==> src/rtl/tcp_slot_ctrl_pkg.sv <==
// tcp_slot_ctrl_pkg
//   Shared definitions for the TCP connection-slot manager: command op
//   codes, response error codes, controller FSM states and the 96-bit
//   TCP 4-tuple layout used by the controller and its slot entries.
package tcp_slot_ctrl_pkg;

    localparam int unsigned TUPLE_W = 96;

    typedef enum logic [1:0] {
        OP_ADD   = 2'd0,
        OP_DEL   = 2'd1,
        OP_FLUSH = 2'd2,
        OP_RSVD  = 2'd3
    } op_e;

    typedef enum logic [1:0] {
        ERR_OK       = 2'd0,
        ERR_DUP      = 2'd1,
        ERR_FULL     = 2'd2,
        ERR_NOTFOUND = 2'd3
    } err_e;

    typedef enum logic [2:0] {
        ST_IDLE    = 3'd0,
        ST_SCAN    = 3'd1,
        ST_WAITGAP = 3'd2,
        ST_COMMIT  = 3'd3,
        ST_RESP    = 3'd4
    } state_e;

    // Field order fixes the packed 96-bit layout, src_ip in the MSBs.
    typedef struct packed {
        logic [31:0] src_ip;
        logic [15:0] src_port;
        logic [31:0] dst_ip;
        logic [15:0] dst_port;
    } tuple_t;

endpackage

==> src/rtl/tcp_slot_ctrl_if.sv <==
// tcp_slot_ctrl_if
//   Host command/response channel of tcp_slot_ctrl.
//   cmd_valid/cmd_ready  : command handshake (accepted when both high)
//   cmd_op               : 0=ADD 1=DEL 2=FLUSH 3=reserved
//   cmd_src_ip/port, cmd_dst_ip/port : command tuple
//   rsp_valid            : one-cycle response pulse
//   rsp_slot, rsp_err    : slot affected, 0=ok 1=dup 2=full 3=not found
//   master = host side, slave = controller side.
interface tcp_slot_ctrl_if #(
    parameter int unsigned IDX_W = 3
);
    logic             cmd_valid;
    logic             cmd_ready;
    logic [1:0]       cmd_op;
    logic [31:0]      cmd_src_ip;
    logic [15:0]      cmd_src_port;
    logic [31:0]      cmd_dst_ip;
    logic [15:0]      cmd_dst_port;
    logic             rsp_valid;
    logic [IDX_W-1:0] rsp_slot;
    logic [1:0]       rsp_err;

    modport master (
        output cmd_valid, cmd_op, cmd_src_ip, cmd_src_port, cmd_dst_ip, cmd_dst_port,
        input  cmd_ready, rsp_valid, rsp_slot, rsp_err
    );

    modport slave (
        input  cmd_valid, cmd_op, cmd_src_ip, cmd_src_port, cmd_dst_ip, cmd_dst_port,
        output cmd_ready, rsp_valid, rsp_slot, rsp_err
    );
endinterface

==> src/rtl/tcp_slot_ctrl_entry.sv <==
// tcp_slot_entry
//   One filter slot: live flag, stored tuple and (with TCP_SLOT_HITCNT_EN)
//   a 16-bit saturating match counter.
//   CLOCK, RESET : clock, synchronous active-high reset
//   wr_en        : load wr_tuple and mark the slot live
//   clr_en       : drop the slot and zero its tuple (wins over wr_en)
//   cmp_tuple    : tuple compared against the stored one
//   en, tuple    : current slot state
//   hit          : slot is live and stored tuple equals cmp_tuple
//   match_in     : (TCP_SLOT_HITCNT_EN) filter match strobe for this slot
//   cnt_clr      : (TCP_SLOT_HITCNT_EN) clear the counter
//   hit_cnt      : (TCP_SLOT_HITCNT_EN) saturating match count
module tcp_slot_entry
    import tcp_slot_ctrl_pkg::*;
(
    input  logic               CLOCK,
    input  logic               RESET,
    input  logic               wr_en,
    input  logic               clr_en,
    input  logic [TUPLE_W-1:0] wr_tuple,
    input  logic [TUPLE_W-1:0] cmp_tuple,
    output logic               en,
    output logic [TUPLE_W-1:0] tuple,
    output logic               hit
`ifdef TCP_SLOT_HITCNT_EN
    ,
    input  logic               match_in,
    input  logic               cnt_clr,
    output logic [15:0]        hit_cnt
`endif
);

    always_ff @(posedge CLOCK) begin
        if (RESET || clr_en) begin
            en    <= 1'b0;
            tuple <= '0;
        end else if (wr_en) begin
            en    <= 1'b1;
            tuple <= wr_tuple;
        end
    end

    assign hit = en && (tuple == cmp_tuple);

`ifdef TCP_SLOT_HITCNT_EN
    always_ff @(posedge CLOCK) begin
        if (RESET || cnt_clr) begin
            hit_cnt <= '0;
        end else if (match_in && (hit_cnt != '1)) begin
            hit_cnt <= hit_cnt + 16'd1;
        end
    end
`endif

endmodule

==> src/rtl/tcp_slot_ctrl.sv <==
// tcp_slot_ctrl
//   Connection-slot manager for the TCP payload filter. Holds SLOTS TCP
//   4-tuples and drives them to the filter slots. Host ADD/DEL/FLUSH
//   commands are scanned one slot per cycle, then committed only in an
//   inter-packet gap (dataValid==0 && newpkt==0) so a filter never sees a
//   tuple change mid-packet.
//   Optional feature macro: TCP_SLOT_HITCNT_EN (per-slot match counters,
//   adds slot_match input and rsp_hits output).
// Ports:
//   CLOCK, RESET      : clock, synchronous active-high reset
//   host              : command/response channel (tcp_slot_ctrl_if.slave)
//   dataValid, newpkt : parser byte strobe / start-of-packet pulse
//   slot_en           : per-slot live flag
//   slot_src_ip, slot_src_port, slot_dst_ip, slot_dst_port :
//                       per-slot tuple fields, slot i in the i-th field lane
//   slot_match        : (TCP_SLOT_HITCNT_EN) per-slot filter match strobe
//   rsp_hits          : (TCP_SLOT_HITCNT_EN) deleted slot's count on DEL
module tcp_slot_ctrl
    import tcp_slot_ctrl_pkg::*;
#(
    parameter int unsigned SLOTS = 2,
    parameter int unsigned IDX_W = 3
) (
    input  logic                CLOCK,
    input  logic                RESET,
    tcp_slot_ctrl_if.slave      host,
    input  logic                dataValid,
    input  logic                newpkt,
    output logic [SLOTS-1:0]    slot_en,
    output logic [SLOTS*32-1:0] slot_src_ip,
    output logic [SLOTS*16-1:0] slot_src_port,
    output logic [SLOTS*32-1:0] slot_dst_ip,
    output logic [SLOTS*16-1:0] slot_dst_port
`ifdef TCP_SLOT_HITCNT_EN
    ,
    input  logic [SLOTS-1:0]    slot_match,
    output logic [15:0]         rsp_hits
`endif
);

    state_e           state_q, state_d;
    op_e              op_q;
    tuple_t           tup_q;
    tuple_t           cmd_tuple;
    logic [IDX_W-1:0] scan_idx_q;
    logic             free_found_q, match_found_q;
    logic [IDX_W-1:0] free_idx_q, match_idx_q;
    logic [IDX_W-1:0] rsp_slot_q;
    err_e             rsp_err_q;

    logic             gap, accept, ready, commit, last;
    logic             cur_en, cur_hit;
    logic             free_now, match_now;
    logic [IDX_W-1:0] free_idx_now, match_idx_now;
    logic             rsp_load;
    logic [IDX_W-1:0] rsp_slot_d;
    err_e             rsp_err_d;

    logic [SLOTS-1:0] ent_en, ent_hit;
    tuple_t           ent_tuple [SLOTS];

    assign gap       = !dataValid && !newpkt;
    assign accept    = host.cmd_valid && host.cmd_ready;
    assign cmd_tuple = {host.cmd_src_ip, host.cmd_src_port, host.cmd_dst_ip, host.cmd_dst_port};
    assign last      = (scan_idx_q == IDX_W'(SLOTS - 1));

    // Slot currently visited by the scan.
    always_comb begin
        cur_en  = 1'b0;
        cur_hit = 1'b0;
        for (int unsigned i = 0; i < SLOTS; i++) begin
            if (scan_idx_q == IDX_W'(i)) begin
                cur_en  = ent_en[i];
                cur_hit = ent_hit[i];
            end
        end
    end

    // Lowest-index results including the slot visited this cycle.
    assign free_now      = free_found_q || !cur_en;
    assign free_idx_now  = free_found_q ? free_idx_q : scan_idx_q;
    assign match_now     = match_found_q || cur_hit;
    assign match_idx_now = match_found_q ? match_idx_q : scan_idx_q;

    always_ff @(posedge CLOCK) begin
        if (RESET) begin
            state_q <= ST_IDLE;
        end else begin
            state_q <= state_d;
        end
    end

    // Gap lookahead: the cycle that leaves IDLE (FLUSH) or the last SCAN
    // cycle already counts as the first WAITGAP cycle, so a command issued
    // in a gap commits without spending a separate cycle in WAITGAP.
    always_comb begin
        state_d    = state_q;
        ready      = 1'b0;
        commit     = 1'b0;
        rsp_load   = 1'b0;
        rsp_slot_d = '0;
        rsp_err_d  = ERR_OK;
        case (state_q)
            ST_IDLE: begin
                ready = 1'b1;
                if (host.cmd_valid) begin
                    case (host.cmd_op)
                        OP_ADD, OP_DEL: begin
                            state_d = ST_SCAN;
                        end
                        OP_FLUSH: begin
                            rsp_load = 1'b1;
                            state_d  = gap ? ST_COMMIT : ST_WAITGAP;
                        end
                        default: begin
                            rsp_load  = 1'b1;
                            rsp_err_d = ERR_NOTFOUND;
                            state_d   = ST_RESP;
                        end
                    endcase
                end
            end
            ST_SCAN: begin
                if (last) begin
                    rsp_load = 1'b1;
                    if (op_q == OP_ADD) begin
                        if (match_now) begin
                            rsp_err_d  = ERR_DUP;
                            rsp_slot_d = match_idx_now;
                            state_d    = ST_RESP;
                        end else if (!free_now) begin
                            rsp_err_d = ERR_FULL;
                            state_d   = ST_RESP;
                        end else begin
                            rsp_slot_d = free_idx_now;
                            state_d    = gap ? ST_COMMIT : ST_WAITGAP;
                        end
                    end else begin
                        if (!match_now) begin
                            rsp_err_d = ERR_NOTFOUND;
                            state_d   = ST_RESP;
                        end else begin
                            rsp_slot_d = match_idx_now;
                            state_d    = gap ? ST_COMMIT : ST_WAITGAP;
                        end
                    end
                end
            end
            ST_WAITGAP: begin
                if (gap) begin
                    state_d = ST_COMMIT;
                end
            end
            ST_COMMIT: begin
                commit  = 1'b1;
                state_d = ST_RESP;
            end
            ST_RESP: begin
                state_d = ST_IDLE;
            end
            default: begin
                state_d = ST_IDLE;
            end
        endcase
    end

    always_ff @(posedge CLOCK) begin
        if (RESET) begin
            op_q          <= OP_ADD;
            tup_q         <= '0;
            scan_idx_q    <= '0;
            free_found_q  <= 1'b0;
            free_idx_q    <= '0;
            match_found_q <= 1'b0;
            match_idx_q   <= '0;
            rsp_slot_q    <= '0;
            rsp_err_q     <= ERR_OK;
        end else begin
            if (accept) begin
                op_q          <= op_e'(host.cmd_op);
                tup_q         <= cmd_tuple;
                scan_idx_q    <= '0;
                free_found_q  <= 1'b0;
                match_found_q <= 1'b0;
            end else if (state_q == ST_SCAN) begin
                scan_idx_q    <= scan_idx_q + IDX_W'(1);
                free_found_q  <= free_now;
                free_idx_q    <= free_idx_now;
                match_found_q <= match_now;
                match_idx_q   <= match_idx_now;
            end
            if (rsp_load) begin
                rsp_slot_q <= rsp_slot_d;
                rsp_err_q  <= rsp_err_d;
            end
        end
    end

    assign host.cmd_ready = ready && !RESET;
    assign host.rsp_valid = (state_q == ST_RESP);
    assign host.rsp_slot  = host.rsp_valid ? rsp_slot_q : '0;
    assign host.rsp_err   = host.rsp_valid ? rsp_err_q : ERR_OK;

`ifdef TCP_SLOT_HITCNT_EN
    logic [15:0] ent_cnt [SLOTS];
    logic [15:0] cnt_sel;
    logic [15:0] hits_q;

    always_comb begin
        cnt_sel = '0;
        for (int unsigned i = 0; i < SLOTS; i++) begin
            if (rsp_slot_q == IDX_W'(i)) begin
                cnt_sel = ent_cnt[i];
            end
        end
    end

    always_ff @(posedge CLOCK) begin
        if (RESET) begin
            hits_q <= '0;
        end else if (commit) begin
            hits_q <= (op_q == OP_DEL) ? cnt_sel : '0;
        end
    end

    assign rsp_hits = host.rsp_valid ? hits_q : '0;
`endif

    for (genvar i = 0; i < SLOTS; i++) begin : g_slot
        logic sel;
        assign sel = (rsp_slot_q == IDX_W'(i));

        tcp_slot_entry u_entry (
            .CLOCK     (CLOCK),
            .RESET     (RESET),
            .wr_en     (commit && (op_q == OP_ADD) && sel),
            .clr_en    (commit && ((op_q == OP_FLUSH) || ((op_q == OP_DEL) && sel))),
            .wr_tuple  (tup_q),
            .cmp_tuple (tup_q),
            .en        (ent_en[i]),
            .tuple     (ent_tuple[i]),
            .hit       (ent_hit[i])
`ifdef TCP_SLOT_HITCNT_EN
            ,
            .match_in  (slot_match[i]),
            .cnt_clr   (commit && ((op_q == OP_FLUSH) || ((op_q == OP_ADD) && sel))),
            .hit_cnt   (ent_cnt[i])
`endif
        );

        assign slot_src_ip[32*i +: 32]   = ent_tuple[i].src_ip;
        assign slot_src_port[16*i +: 16] = ent_tuple[i].src_port;
        assign slot_dst_ip[32*i +: 32]   = ent_tuple[i].dst_ip;
        assign slot_dst_port[16*i +: 16] = ent_tuple[i].dst_port;
    end

    assign slot_en = ent_en;

endmodule

==> src/flat_wrapper.sv <==
// flat-port wrapper written by rule: the top's interface ports become plain ports
module tcp_slot_ctrl_flat import tcp_slot_ctrl_pkg::*;
#(
    parameter int unsigned SLOTS = 2,
    parameter int unsigned IDX_W = 3
)
  (CLOCK, RESET, dataValid, newpkt, slot_en, slot_src_ip, slot_src_port, slot_dst_ip, slot_dst_port, host_cmd_valid, host_cmd_op, host_cmd_src_ip, host_cmd_src_port, host_cmd_dst_ip, host_cmd_dst_port, host_cmd_ready, host_rsp_valid, host_rsp_slot, host_rsp_err);
  tcp_slot_ctrl_if #(.IDX_W(IDX_W)) host_i ();
  input  logic CLOCK;
  input  logic RESET;
  input  logic dataValid;
  input  logic newpkt;
  output logic [SLOTS-1:0] slot_en;
  output logic [SLOTS*32-1:0] slot_src_ip;
  output logic [SLOTS*16-1:0] slot_src_port;
  output logic [SLOTS*32-1:0] slot_dst_ip;
  output logic [SLOTS*16-1:0] slot_dst_port;
  input wire logic [$bits(host_i.cmd_valid)-1:0] host_cmd_valid;
  input wire logic [$bits(host_i.cmd_op)-1:0] host_cmd_op;
  input wire logic [$bits(host_i.cmd_src_ip)-1:0] host_cmd_src_ip;
  input wire logic [$bits(host_i.cmd_src_port)-1:0] host_cmd_src_port;
  input wire logic [$bits(host_i.cmd_dst_ip)-1:0] host_cmd_dst_ip;
  input wire logic [$bits(host_i.cmd_dst_port)-1:0] host_cmd_dst_port;
  output wire logic [$bits(host_i.cmd_ready)-1:0] host_cmd_ready;
  output wire logic [$bits(host_i.rsp_valid)-1:0] host_rsp_valid;
  output wire logic [$bits(host_i.rsp_slot)-1:0] host_rsp_slot;
  output wire logic [$bits(host_i.rsp_err)-1:0] host_rsp_err;
  assign host_i.cmd_valid = host_cmd_valid;
  assign host_i.cmd_op = host_cmd_op;
  assign host_i.cmd_src_ip = host_cmd_src_ip;
  assign host_i.cmd_src_port = host_cmd_src_port;
  assign host_i.cmd_dst_ip = host_cmd_dst_ip;
  assign host_i.cmd_dst_port = host_cmd_dst_port;
  assign host_cmd_ready = host_i.cmd_ready;
  assign host_rsp_valid = host_i.rsp_valid;
  assign host_rsp_slot = host_i.rsp_slot;
  assign host_rsp_err = host_i.rsp_err;
  tcp_slot_ctrl #(.SLOTS(SLOTS), .IDX_W(IDX_W)) u_core (.CLOCK(CLOCK), .RESET(RESET), .host(host_i), .dataValid(dataValid), .newpkt(newpkt), .slot_en(slot_en), .slot_src_ip(slot_src_ip), .slot_src_port(slot_src_port), .slot_dst_ip(slot_dst_ip), .slot_dst_port(slot_dst_port));
endmodule
==> config.mk <==
export PLATFORM = sky130hd
export DESIGN_NAME = tcp_slot_ctrl_flat
export DESIGN_NICKNAME = d
export VERILOG_FILES = /design/src/rtl/tcp_slot_ctrl_pkg.sv /design/src/rtl/tcp_slot_ctrl_if.sv /design/src/rtl/tcp_slot_ctrl_entry.sv /design/src/rtl/tcp_slot_ctrl.sv /design/src/flat_wrapper.sv
export SDC_FILE = /design/constraint.sdc
export NUM_CORES = 1
export LEC_CHECK = 0
export ABC_CLOCK_PERIOD_IN_PS = 4350
export BUFFER_PORTS_ARGS = -buffer_cell sky130_fd_sc_hd__buf_2
export CORE_UTILIZATION = 57
export DETAILED_ROUTE_END_ITERATION = 16
export GPL_TIMING_DRIVEN = 1
export PLACE_DENSITY = 0.89
export SETUP_SLACK_MARGIN = 0.15
export SYNTH_ARGS = -nofsm -noshare
export SYNTH_HDL_FRONTEND = slang
export SYNTH_SLANG_ARGS = --single-unit
export TNS_END_PERCENT = 100
==> constraint.sdc <==
create_clock -name CLOCK -period 4.35 [get_ports CLOCK]
set_clock_uncertainty 0.1 [all_clocks]
set_input_delay 0.87 -clock CLOCK [delete_from_list [all_inputs] [get_ports CLOCK]]
set_output_delay 0.87 -clock CLOCK [all_outputs]
set_load 0.05 [all_outputs]
==> impl_metrics.ini, run 1 <==
[placement]
place.gp.congestion = 0.990
dp_hpwl_mm = 34.2
post-place-ws_ns = 1.49
dpl.cell_count = 2230
port_buffers = 303

[power]
switching_share = 0.314
ir_drop_uv = 343
total_power_mw = 7.93
pwr-share-clk = 0.383
internal_power_mw = 5.44
p_sw_mw = 2.49
power_density_nw_per_um2 = 484
leakage_nw = 7.24
p_seq_frac = 0.438
comb_power_share = 0.179

[drt]
drc_errors = 0
viasPerCell = 6.05
vias = 13800
avgRoutedWirePerCell_um = 21.9
firstDrtPassIters = 6
wl_mm = 50.2
ant_nets = 0
drt_iter0_drc = 1909

[worst_hold_path]
min_path_cells = 3
hold_path_class = in2reg
holdPathEnd = u_core.tup_q[86]
worstHoldStart = host_cmd_src_ip[22]

[yosys]
yosysSeqAreaShare = 0.461
synthesis.area_sq_um = 13500
synth_edf_count = 0
synth.distinct_cells = 50
synthesis.nets = 1815
synthArstFlopShare = 0
synth.avg_cell_area_sq_um = 7.91
yosys_warnings = 0
ys.flop_type = dfxtp_1
ys_seq_elements = 311
synthCells = 1709

[global_routing]
grt_pass1_wl_mm = 74.5
grt_pass1_vias = 13000
grt_overflow = 0
antenna_found_initial = 0
grt_max_degree = 98
grt_usage = 0.403

[cts]
cts_max_level = 1
cts_tree = built
cts_resized = 0
insertion_delay_ns = 0.58
cts.sinks = 311
path_clk_slew_ns = 0.07
clockBufferDepth = 3
numCtsBuffers = 31
cts_root_buf = clkbuf_16
cts_setup_buffers = 0
cts_hold_buf = 0

[final_layout]
fin_cells = 2288
nFillCells = 1677
drive_above_1_share = 0.195
utilization = 0.714
insertedDiodeCount = 0
syn_to_final_growth_pct = 21.1
nets = 2056

[timing]
hold_viol_final = 0
setup_ws_ns = 1.36
fin_crit_ns = 2.99
tightest_slew_ns = 1.24
fin_tns_setup_ns = 0
period_share = 0.687
slew_headroom = 0.175
slew_violations = 0
fmax_mhz = 335
setup_viol = 0
rsz0062_at_grt = no

[die]
rows = 55
coreArea_sq_um = 22900
die_area_sq_um = 24300
die_h_um = 156
io_pins = 304
die_w_um = 156
initial_core_util = 0.590

[setup_path]
rrSetupSlack_ns = 1.41
critical_path_required_ns = 3.38
r2r-end = u_core.state_q[2]
worstSetupPathType = reg2out
cp_max_fo = 10
startpoint_type = flop
cp-end-kind = primary output
worst-r2r-cell-count = 7
rr_startpoint = u_core.tup_q[72]
critPathArrivalTime_ns = 2.02

[job]
cap_violations = 0

[run_status]
status = finished, final reports clean
sequential cells by signal (all words and copies together), names as in the netlist, 3 cells and up:
name / cells
u_core.rsp_slot_q: 3
u_core.scan_idx_q: 3
u_core.match_idx_q: 3
u_core.g_slot.u_entry.tuple: 192
u_core.free_idx_q: 3
u_core.state_q: 3
u_core.tup_q: 96
worst max path at each step:
| stage | start | end | slack, ns | cells past startpoint |
|---|---|---|---|---|
| after CTS | u_core.state_q[2] | host_rsp_err[1] | 1.39 | 3 |
| after detailed placement | RESET | u_core.tup_q[79] | 1.49 | 6 |
| final | u_core.state_q[2] | host_rsp_err[1] | 1.36 | 3 |
| after global placement | RESET | u_core.state_q[0] | 1.54 | 6 |
| after floorplan | RESET | u_core.tup_q[0] | 0.68 | 7 |
| after global routing | u_core.state_q[2] | host_rsp_slot[0] | 1.16 | 3 |
cells in the mapped netlist, types with 4 or more instances:
cell / n / area (sq um)
nand3b_1: 86 / 646
o31ai_1: 14 / 105
nor2_1: 21 / 78.8
nor3_1: 10 / 50.1
nand4_1: 25 / 156
dfxtp_1: 311 / 6230
buf_2: 9 / 45.0
a21oi_1: 203 / 1020
nor4_1: 30 / 188
clkbuf_1: 83 / 312
o22ai_1: 8 / 50.1
buf_1: 13 / 48.8
a31oi_1: 4 / 25.0
nand3_1: 7 / 35.0
nand2_1: 594 / 2230
xor2_1: 97 / 850
or4_1: 7 / 52.6
xnor2_1: 68 / 596
nor2b_1: 29 / 181
and2_1: 7 / 43.8
inv_1: 21 / 78.8
o21ai_0: 10 / 50.1
a2111oi_0: 10 / 87.6
placed cells by master, fill, tap and decap left out, drive strengths merged, types with 10 or more instances in the layout:
master | synthesis | layout
xnor2 | 68 | 68
a2111oi | 10 | 10
inv | 24 | 25
nor2b | 29 | 29
nand3b | 86 | 86
nand4 | 25 | 25
xor2 | 97 | 97
o31ai | 14 | 14
nor2 | 22 | 22
dfxtp | 311 | 311
nor4 | 32 | 32
o21ai | 10 | 10
nor3 | 10 | 10
a21oi | 203 | 203
clkbuf | 83 | 42
nand2 | 594 | 594
buf | 24 | 315
power groups by stage:
stage / clock, mW / sequential [mW] / combinational (mW)
2_1_floorplan: 0 / 3.39 / 0.868
3_3_place_gp: 0 / 3.49 / 1.30
3_5_place_dp: 0 / 3.51 / 1.33
4_1_cts: 3.02 / 3.45 / 1.35
5_1_grt: 3.14 / 3.49 / 1.48
6_report: 3.04 / 3.48 / 1.42
kinds of logic (layout without fill, tap and decap cells):
group                    Yosys count  count (layout)  share of synthesized area
flip-flops                       311             311                      0.461
buffers and inverters            131             397                     0.0378
multiplexers                       3               3                    0.00222
adder cells (fa/ha/maj)            3               3                    0.00278
AND/OR/NAND/NOR                  828             828                      0.279
XOR/XNOR                         165             165                      0.107
AO/OA/AOI/OAI                    268             268                      0.111
final cells by class:
class / count / area, sq um / share of cell area
inverter: 24 / 90.1 / 0.00550
clock inverter: 16 / 295 / 0.0180
clock buffer: 42 / 867 / 0.0530
multi-input combinational: 1267 / 6830 / 0.417
tap: 313 / 392 / 0.0239
sequential: 311 / 6230 / 0.380
timing repair buffer: 315 / 1670 / 0.102
per-layer routing:
metal | global-route usage | share of wire
met3 | 0.115 | 0.13
met5 | 0 | 0
met4 | 0.298 | 0.083
met1 | 0.484 | 0.35
met2 | 0.615 | 0.43
critical path, cell delays in order (launching register included):
cell and delay [ns]:
dfxtp_1 0.52, nor3b_1 0.47, and2_1 0.20, buf_2 0.26
metrics by stage:
| step | area (sq um) | hold WS (ns) |
|---|---|---|
| 5_1_grt | 16400 | 0.373 |
| 3_3_place_gp | 15200 | 0.364 |
| 3_5_place_dp | 15200 | 0.371 |
| 2_1_floorplan | 13500 | 0.353 |
| 6_report | 16400 | 0.370 |
| 4_1_cts | 16400 | 0.370 |
Power figures use the tool's default switching activity.
==> run 2, diff against run 1 <==
--- a/config.mk
+++ b/config.mk
@@ -5,12 +5,12 @@
 export SDC_FILE = /design/constraint.sdc
 export NUM_CORES = 1
 export LEC_CHECK = 0
-export ABC_CLOCK_PERIOD_IN_PS = 4350
+export ABC_CLOCK_PERIOD_IN_PS = 2450
 export BUFFER_PORTS_ARGS = -buffer_cell sky130_fd_sc_hd__buf_2
-export CORE_UTILIZATION = 57
+export CORE_UTILIZATION = 49
 export DETAILED_ROUTE_END_ITERATION = 16
 export GPL_TIMING_DRIVEN = 1
-export PLACE_DENSITY = 0.89
+export PLACE_DENSITY = 0.82
 export SETUP_SLACK_MARGIN = 0.15
 export SYNTH_ARGS = -nofsm -noshare
 export SYNTH_HDL_FRONTEND = slang
==> constraint.sdc (replaced) <==
create_clock -name CLOCK -period 2.45 [get_ports CLOCK]
set_clock_uncertainty 0.1 [all_clocks]
set_input_delay 0.49 -clock CLOCK [delete_from_list [all_inputs] [get_ports CLOCK]]
set_output_delay 0.49 -clock CLOCK [all_outputs]
set_load 0.05 [all_outputs]
==> run 2 against run 1 <==
  * Final cell count up 5.5%
  * Utilization down 6.2 points
  * Die area up 16%
  * Largest cell class unchanged
  * Power up 85%
  * Sequential share of layout area down 2.4 points
  * Highest routed layer is now met5
==> impl_metrics.ini, run 2 (synthesized netlist as in run 1, its figures left out) <==
[die]
die_h_um = 168
rows = 60
io_pins = 304
die_w_um = 168
die_area_sq_um = 28300
coreArea_sq_um = 27000
initial_core_util = 0.500

[timing]
hold_viol_final = 0
tightest_slew_ns = 0.657
period_share = 0.966
rsz0062_at_grt = yes
slew_violations = 0
fin_crit_ns = 2.37
fmax_mhz = 423
slew_headroom = 0.559
setup_viol = 0

[global_routing]
antenna_found_initial = 2
grt_max_degree = 98
grt_overflow = 0
grt_usage = 0.367
grt_pass1_vias = 12700
grt_pass1_wl_mm = 78.6

[cts]
path_clk_slew_ns = 0.06
numCtsBuffers = 34
insertion_delay_ns = 0.52
cts.sinks = 311
cts_max_level = 2
cts_root_buf = clkbuf_16
cts_hold_buf = 0
cts_tree = built
clockBufferDepth = 3

[run_status]
status = finished, final reports clean

[placement]
port_buffers = 303
place.gp.congestion = 1.03
postPlaceCellArea_sq_um = 16100
dp_hpwl_mm = 38.0
dpl.cell_count = 2351

[worst_hold_path]
hold_path_class = in2reg

[final_layout]
regMostFlops = u_core.g_slot.u_entry.tuple
final_cell_mix = nand2_1 (590), buf_2 (296), dfxtp_1 (273)
layout.cells.most_common = nand2_1
reg_top3 = u_core.g_slot.u_entry.tuple x192, u_core.tup_q x96
fin_area_sq_um = 17600
syn_to_final_growth_pct = 30.4
drive_above_1_share = 0.273
nets = 2155
fin_cells = 2413
largest_reg_flops = 192

[setup_path]
cp_cell_sequence = xnor2_1 > nand4_1 > nor4_1 > buf_4 > and4_1 > buf_6 > nor2_2 > a31o_1
worstSetupPathType = reg2reg
critPathArrivalTime_ns = 2.67
cp-end-kind = flop
startpoint_type = flop
slowest_delay_ns = 0.56
cp_max_fo = 8
critical_path_required_ns = 2.75
cpMaxStageDelayCell = xnor2_1
rrSetupSlack_ns = 0.08

[drt]
firstDrtPassIters = 8
wl_mm = 53.5
vias = 14000
drc_errors = 0
drt_iter0_drc = 1550
ant_nets = 0
viasPerCell = 5.79
avgRoutedWirePerCell_um = 22.2

[power]
ir_drop_uv = 522
power_density_nw_per_um2 = 831
total_power_mw = 14.7
leakage_nw = 7.83

[job]
cap_violations = 0
run 2: cell type report:
cell class	count	area, sq um
antenna	1	2.50
clock buffer	47	1000
clock inverter	11	134
fill	2182	9400
inverter	24	90.1
multi-input combinational	1267	7180
sequential	311	6280
tap	341	427
timing repair buffer	411	2510
run 2: metal layers:
layer / part of all wire / vias to the layer above / routed length [um] / track usage
met5: 0.00024 / - / 13 / 0
met4: 0.055 / 2 / 2970 / 0.196
met3: 0.11 / 159 / 5840 / 0.0795
met2: 0.45 / 921 / 24100 / 0.570
met1: 0.39 / 6563 / 20600 / 0.479
li1: - / 6320 / - / -
run 2: per-stage QoR:
step	setup WS (ns)	hold WS, ns	util	setup TNS, ns
finish	0.0832	0.0578	0.652	0
global route	-0.0241	0.0653	0.652	-0.0678
CTS	0.0981	0.0547	0.641	0
detailed placement	-0.0478	0.360	0.595	-0.0714
global placement	-0.0545	0.348	0.595	-0.0843
floorplan	0.157	0.353	-	0
run 2: final timing paths:
| check | startpoint | end | depth (start not counted) |
|---|---|---|---|
| min | host_cmd_dst_port[0] | u_core.tup_q[0] | 3 |
| min reg2reg | u_core.g_slot[0].u_entry.tuple[54] | u_core.g_slot[0].u_entry.tuple[54] | 2 |
| max | u_core.tup_q[18] | u_core.rsp_slot_q[2] | 8 |
| max reg2reg | u_core.tup_q[18] | u_core.rsp_slot_q[2] | 8 |
run 2: report_power, final:
group / switching [mW] / total [mW] / internal (mW)
combinational: 1.97 / 3.33 / 1.36
sequential: 0.584 / 6.04 / 5.46
clock: 2.11 / 5.28 / 3.17
run 2: critical path: cells and delay by family, from the launching register on:
family | cells | cell delay (ns)
buffers and inverters | 2 | 0.31
flip-flops | 1 | 0.37
AND/OR/NAND/NOR | 4 | 0.71
AO/OA/AOI/OAI | 1 | 0.21
XOR/XNOR | 1 | 0.56
run 2: repair_timing:
item | 4_1_cts | 5_1_grt
pin swaps | 3 | 20
endpoints found under the hold margin | 0 | 0
endpoints found under the setup margin | 11 | 14
gates cloned | 0 | 0
setup buffers | 1 | 2
resized for setup | 20 | 75
